**src/rtl/div_unit.sv**
```systemverilog
// div_unit: iterative restoring divider for RV32M DIV/DIVU/REM/REMU.
// One quotient bit per cycle; IDLE -> BUSY (XLEN cycles) -> DONE -> IDLE.
// Optional build macro DIV_EARLY_OUT_EN: divide-by-zero, zero dividend and
// signed overflow bypass BUSY and finish on the cycle after accept.
module div_unit #(
  parameter int XLEN = 32
) (
  input  logic            i_clk,
  input  logic            i_rst_n,
  input  logic            i_start,
  input  logic [1:0]      i_div_op,
  input  logic [XLEN-1:0] i_rs1,
  input  logic [XLEN-1:0] i_rs2,
  input  logic            i_kill,
  output logic            o_done,
  output logic            o_busy,
  output logic [XLEN-1:0] o_result
);
  localparam int CW = $clog2(XLEN + 1);
  localparam logic [1:0] S_IDLE = 2'd0;
  localparam logic [1:0] S_BUSY = 2'd1;
  localparam logic [1:0] S_DONE = 2'd2;

  logic [1:0]      state;
  logic [CW-1:0]   cnt;
  logic            op_rem, q_neg, r_neg, dz;
  logic [XLEN-1:0] dvsr, quo, rem, result;

  // Operand conditioning on the accept cycle: signed ops work on magnitudes.
  logic            is_signed, a_neg, b_neg, in_dz, early;
  logic [XLEN-1:0] mag_a, mag_b, early_res;

  assign is_signed = ~i_div_op[0];
  assign a_neg     = is_signed & i_rs1[XLEN-1];
  assign b_neg     = is_signed & i_rs2[XLEN-1];
  assign mag_a     = a_neg ? -i_rs1 : i_rs1;
  assign mag_b     = b_neg ? -i_rs2 : i_rs2;
  assign in_dz     = (i_rs2 == '0);

`ifdef DIV_EARLY_OUT_EN
  localparam logic [XLEN-1:0] MIN_NEG = {1'b1, {(XLEN-1){1'b0}}};
  logic in_ovf, in_az;
  assign in_ovf = is_signed & (i_rs1 == MIN_NEG) & (i_rs2 == '1);
  assign in_az  = (i_rs1 == '0);
  assign early  = in_dz | in_ovf | in_az;

  // Closed-form results for the cases that skip the iteration.
  always_comb begin
    early_res = '0;
    if (in_dz)       early_res = i_div_op[1] ? i_rs1 : '1;
    else if (in_ovf) early_res = i_div_op[1] ? '0 : i_rs1;
  end
`else
  assign early     = 1'b0;
  assign early_res = '0;
`endif

  // One restoring shift-subtract step: partial remainder and quotient share
  // a shift chain, the dividend bits feed in from the top of quo.
  logic [XLEN:0]   shifted, diff;
  logic            fits;
  logic [XLEN-1:0] rem_nxt, quo_nxt, q_fin, r_fin, fin_res;

  assign shifted = {rem, quo[XLEN-1]};
  assign diff    = shifted - {1'b0, dvsr};
  assign fits    = ~diff[XLEN];
  assign rem_nxt = fits ? diff[XLEN-1:0] : shifted[XLEN-1:0];
  assign quo_nxt = {quo[XLEN-2:0], fits};

  // Sign fix-up on the last step; divide-by-zero quotient is all-ones
  // regardless of sign, and the remainder naturally comes out as rs1.
  assign q_fin   = dz ? '1 : (q_neg ? -quo_nxt : quo_nxt);
  assign r_fin   = r_neg ? -rem_nxt : rem_nxt;
  assign fin_res = op_rem ? r_fin : q_fin;

  // Control FSM and datapath registers; kill beats everything but reset.
  always_ff @(posedge i_clk or negedge i_rst_n) begin
    if (!i_rst_n) begin
      state  <= S_IDLE;
      cnt    <= '0;
      op_rem <= 1'b0;
      q_neg  <= 1'b0;
      r_neg  <= 1'b0;
      dz     <= 1'b0;
      dvsr   <= '0;
      quo    <= '0;
      rem    <= '0;
      result <= '0;
    end else if (i_kill) begin
      state <= S_IDLE;
      cnt   <= '0;
    end else begin
      case (state)
        S_IDLE: begin
          if (i_start) begin
            op_rem <= i_div_op[1];
            q_neg  <= a_neg ^ b_neg;
            r_neg  <= a_neg;
            dz     <= in_dz;
            dvsr   <= mag_b;
            quo    <= mag_a;
            rem    <= '0;
            if (early) begin
              state  <= S_DONE;
              cnt    <= '0;
              result <= early_res;
            end else begin
              state <= S_BUSY;
              cnt   <= CW'(XLEN);
            end
          end
        end
        S_BUSY: begin
          quo <= quo_nxt;
          rem <= rem_nxt;
          cnt <= cnt - 1'b1;
          if (cnt == CW'(1)) begin
            state  <= S_DONE;
            result <= fin_res;
          end
        end
        // Same instruction still sits in EX here, so i_start is ignored.
        S_DONE:  state <= S_IDLE;
        default: state <= S_IDLE;
      endcase
    end
  end

  assign o_busy   = (state == S_BUSY);
  assign o_done   = (state == S_DONE) & ~i_kill;
  assign o_result = result;

endmodule

```
**config.mk**
```make
export PLATFORM = sky130hd
export DESIGN_NAME = div_unit
export DESIGN_NICKNAME = d
export VERILOG_FILES = /design/src/rtl/div_unit.sv
export SDC_FILE = /design/constraint.sdc
export NUM_CORES = 1
export LEC_CHECK = 0
export CAP_MARGIN = 20
export CELL_PAD_IN_SITES_DETAIL_PLACEMENT = 1
export CELL_PAD_IN_SITES_GLOBAL_PLACEMENT = 1
export CORE_ASPECT_RATIO = 2
export CORE_MARGIN = 2
export CORE_UTILIZATION = 47
export DETAILED_ROUTE_END_ITERATION = 12
export PLACE_DENSITY_LB_ADDON = 0.1
export SLEW_MARGIN = 20
export SYNTH_ARGS = -nofsm -noshare
export SYNTH_HDL_FRONTEND = slang
export SYNTH_SLANG_ARGS = --single-unit
```
**constraint.sdc**
```tcl
create_clock -name i_clk -period 11.25 [get_ports i_clk]
set_input_delay 3.375 -clock i_clk [delete_from_list [all_inputs] [get_ports i_clk]]
set_output_delay 3.375 -clock i_clk [all_outputs]
set_load 0.02 [all_outputs]
```
### Word-level counts from Yosys, hierarchy flattened

Index checks and enable logic that the tools add are counted.

* register bits after elaboration: 140

* add/sub/neg operators: 6
* equality and inequality tests: 6
* muxes and demuxes: 18
* bitwise operators: 7
* reductions and logical operators: 9

Operators by type and width (number)
* two-way mux 32 bit: 9
* negator 32 bit: 4
* case mux 32 bit (2 select lines): 2
* subtractor 33 x 32 -> 33 bit: 1
* logical NOT 32 bit: 1
* two-way mux 6 bit: 2
* case mux 6 bit (2 select lines): 1
* AND reduction 3 bit: 3
* == test 6 x 1 -> 1 bit, second input constant: 1
* two-way mux 2 bit: 3
* subtractor 6 x 1 -> 6 bit, second input constant: 1
* case mux 2 bit (2 select lines): 1
* AND reduction 2 bit: 2
* AND 1 bit: 3
* inequality test 3 x 2 -> 1 bit, second input constant: 1
* inequality test 3 bit, second input constant: 1
* inverter 1 bit: 3
* nonzero test 3 bit: 1
* == test 2 x 1 -> 1 bit, second input constant: 1
* == test 2 bit, second input constant: 1
* logical NOT 2 bit: 1
* inequality test 2 bit, second input constant: 1
* nonzero test 2 bit: 1
* XOR 1 bit: 1

### Longest topological paths before layout

* depth after elaboration: 6
* mapped depth: 29
* depth with buffers taken out: 24

### Least setup slack after synthesis

OpenSTA, ideal clock, no wires.

* path kind: input-to-output
* start: in i_kill
* end: out o_done
* arrival time: 4.048 ns
* path slack: 3.827 ns
* cell stages on the path: 2
* buffers on the path: 1
* cell sequence: clkbuf_1 > nor3b_1

* word-level cells in the longest chain between the ends: 2

Ends and longest elaborated chain
* start, declared: RTL line 14 `input logic i_kill,`
* inverter 1 bit (no source line)
* AND 1 bit: RTL line 130 `assign o_done = (state == S_DONE) & ~i_kill;`
* end, declared: RTL line 15 `output logic o_done,`

No other way between the ends.

### Worst setup path in the final report

Same ends and word-level chain as after synthesis.

==> summary.md <==
The flow ran to the end, but the final reports show violations. The final reports fail on design-rule violations. The standard cell area after detailed placement was 12300 um^2; the number of failing setup endpoints in the final timing report was 0. Summed over all failing endpoints, the final setup total negative slack is 0 ps.

The category of cells accounting for the largest share of critical-path delay was buffers and inverters. Setup repair after global routing left no endpoint under its margin. By instance count, the cell type seen most on the critical path is clkdlybuf4s50_1. For the starting density of the core, the log shows 47.4%. The worst-case reg-to-reg path depth works out to 22. Post-CTS repair changed the size of 0 cells. Summed over all instances, the cell type with the most area after synthesis is dfrtp_1.

The tools report the endpoint class of the critical path as an output pin. After synthesis the cells add up to 11200 um^2. The fraction of layout cells with a size suffix above 1 is 4.92%. The tools report the worst setup path startpoint as i_kill.

The area growth from synthesis to layout is 15.3%. By count the netlist is led by nand2_1, o21ai_0, dfrtp_1. Synthesis handed over a netlist of 1422 instances. Dividing the detail-routed via count by the number of cells gives 6.13. The largest net degree at the start of global routing was 78.

For the first-pass iteration count of the detailed router, the log shows 9. The clock arrives with 9.17 ps of skew. The floorplan step defined a core boundary enclosing 23600 um^2. The first global-routing pass estimated 57.8 mm of wire. In the synthesized netlist the dominant register cell turns out to be dfrtp_1.

The tools report the capture endpoint of the worst hold path as dvsr[24]$_DFFE_PN0P_. For the number of antenna violations at the first check in global routing, the log shows 0. The worst setup path is launched from an input port. Prior to clock tree synthesis, the placed netlist has a worst setup slack of 3120 ps.

The number of nets with antenna violations after routing came out at 0. The largest stage delay on the critical path is 650 ps, and the hold-fix buffer count after cts is 0. The most repeated cell in the gate-level netlist after synthesis was nand2_1. The placed wire-length estimate was 27.2 mm; the max-cap violation count was 0.

The wire length after detailed routing is 35.7 mm, and the buffers plus inverters on the worst setup path is 2. Along the worst hold path, the cell count comes to 2. The worst hold path begins at dvsr[24]$_DFFE_PN0P_.

The cell chosen for the clock root is clkbuf_16. The number of gates on the worst path with buffers counted is 3, and the number of hold violations in the final report is 0. Subtracting the final worst setup slack from the clock period gives 8160 ps.

The run gives 0 as the count of pins over their slew limit. The die is 113 um wide. The share of the Yosys chip area taken by registers is 31.3%. The run gives 5 as the remaining design rule violation count. The proportion of synthesized flip-flops having asynchronous set or reset came out at 100%. Buffers placed on the I/O ports in this run total 103. The run gives 1531 as the post-synth net total. On the critical path, the stage with the largest delay is an instance of clkdlybuf4s50_1. The tools report the startpoint of the lowest-slack register-to-register path as quo[31]$_DFFE_PN0P_. Sorting the synthesized cells by area gives the leading types as dfrtp_1, o21ai_0, nand2_1. Synthesis inferred 140 register bits.

The run gives 0 as the number of warnings printed during yosys synthesis. Measured along the y axis, the die boundary spans 222 um. In this run, the clock network consumes 17.5% of the power. The logs give 140 for the number of clock sinks and 30.0% for the headroom to the max-slew limit. The first routing iteration left 568 violations. The internal portion of the total power is 1.66 mW. The net count of the finished layout is 1580. In this run the power density over the cells is 249 nW/um^2. The maximum VDD drop came out at 137 uV. The setup check on the worst reg-to-reg path leaves a slack of 4160 ps. The analysis attributes to net switching a power of 1.56 mW.

Net switching is 48.5% of the power. The mean routed wirelength per cell was 20.2 um. At the pin with the least slew margin, the transition time is 1050 ps. The maximum clock frequency was 122 MHz; the number of synthesized flops with an enable pin was 0. The run gives 82 as the unique cell type count in the Yosys netlist.

The path class of the tightest hold or removal check is flop to flop. Row generation in the floorplan step produced 80 rows. The logs give 450 ps for the clock latency at the later pin of the worst-skew pair and 17 for the CTS buffer count. The run gives 25200 um^2 as the area enclosed by the die boundary.

Once layout is done, the placed cells without fillers occupy 12900 um^2. Registers are responsible for 24.3% of the overall power. Of all nets on the critical path, the largest fanout is 7. The endpoint identified for the worst register-to-register timing path is o_result[26]$_DFFE_PN0P_. The run gives 0.879 as the placer's final routability congestion estimate. Walking the worst path, the cells encountered are clkdlybuf4s50_1, nor3b_1, clkdlybuf4s50_1. The number of ports placed on the die boundary was 104. The run gives 11200 as the via count of the first global-routing pass. After layout, the worst path uses 72.6% of the clock period. The antenna cell count is 0. TritonCTS built the clock tree. The share of synthesized area in the top cell type comes to 31.3%. Overall fraction of global-route tracks in use: 28.7%. Global routing finished with a remaining overflow of 0. The leakage power summed over all cells is 5.49 nW, and the required time of the worst setup path is 7880 ps. The clock-pin slew on the worst setup and hold paths is 60 ps, and the arrival time reported for the critical path endpoint is 4790 ps. A synthesized cell averages 7.88 um^2. The clock passes through at most 2 buffers. The minimum hold slack is 479 ps, and the number of fill cells is 2934.

Setup slack closes at 3090 ps. Across all layers, the routed design uses 10900 vias. The H-tree was split into 4 levels.

Combinational logic burns 58.1% of the power. The setup path with the least slack is of type input port to output pin. The tools report the number of setup buffers added after CTS as 0.
==> metrics by stage <==
stage               util (%)  total power, mW  instances
finish                  54.7             3.21       1771
global route            54.7             3.44       1771
CTS                     54.7             3.22       1771
detailed placement      52.2             2.65       1739
global placement        52.2             2.58       1738
floorplan                  -             2.07       1422
==> state kept, by name, summed over array words and instances, names as in the netlist, 2 cells and up <==
name,cells
o_result,32
quo,32
rem,32
cnt,6
dvsr,32
state,2
==> power by group through the flow <==
| stage | registers (mW) | logic, mW | clock network, mW |
|---|---|---|---|
| 2_1_floorplan | 0.787 | 1.28 | 0 |
| 3_3_place_gp | 0.780 | 1.80 | 0 |
| 3_5_place_dp | 0.788 | 1.86 | 0 |
| 4_1_cts | 0.780 | 1.87 | 0.571 |
| 5_1_grt | 0.797 | 2.05 | 0.589 |
| 6_report | 0.782 | 1.87 | 0.563 |
==> layer usage <==
layer	GRT usage (%)	vias up	wire, um
li1	-	5203	-
met1	32.9	5402	14300
met2	53.2	188	19300
met3	3.49	68	783
met4	11.6	0	1330
met5	0	-	0
==> cells in the final DEF (no fill, tap or decap), types with 9 or more instances in the layout <==
master / instances
nor3_1: 31
a21oi_1: 115
ha_1: 38
xor2_1: 69
and3_1: 11
xnor2_1: 67
a31oi_1: 19
nand2_1: 194
a221oi_1: 22
clkbuf_16: 17
nand3_1: 18
clkdlybuf4s50_1: 102
inv_1: 53
nor2_1: 101
or3_1: 33
mux2i_1: 22
a21o_1: 31
o21ai_0: 155
o31ai_1: 25
nor4_1: 16
or4_1: 9
dfrtp_1: 140
nand4_1: 9
nand2b_1: 12
==> tightest hold or removal path, delay by kind of cell, from the launching register on <==
family,cells,cell delay [ps]
DFF,1,340
AOI/OAI and AO/OA,1,60
and+or+nand+nor,1,50
==> cell families after synthesis <==
kind of cell / Yosys count / synth area share, %
and+or+nand+nor: 486 / 20.8
AOI/OAI and AO/OA: 458 / 25.5
DFF: 140 / 31.3
buffers and inverters: 137 / 4.96
xor gates and xnor gates: 136 / 10.6
adders and majority gates: 39 / 4.42
muxes: 26 / 2.43
==> how the worst max path moves through the flow <==
stage | to | slack (ps)
after detailed placement | o_done | 3120
after global placement | o_done | 3130
after global routing | o_done | 2950
after floorplan | o_done | 3830
final | o_done | 3090
after CTS | o_done | 3100
==> final cells by class <==
| cell class | count | area (um^2) | share of cell area [%] |
|---|---|---|---|
| sequential | 140 | 3500 | 27.1 |
| clock inverter | 14 | 136 | 1.06 |
| multi-input combinational | 1145 | 7160 | 55.5 |
| timing repair buffer | 112 | 1110 | 8.57 |
| tap | 287 | 359 | 2.78 |
| clock buffer | 18 | 439 | 3.40 |
| inverter | 55 | 206 | 1.60 |
No activity file was read; power rests on OpenSTA's default activity.
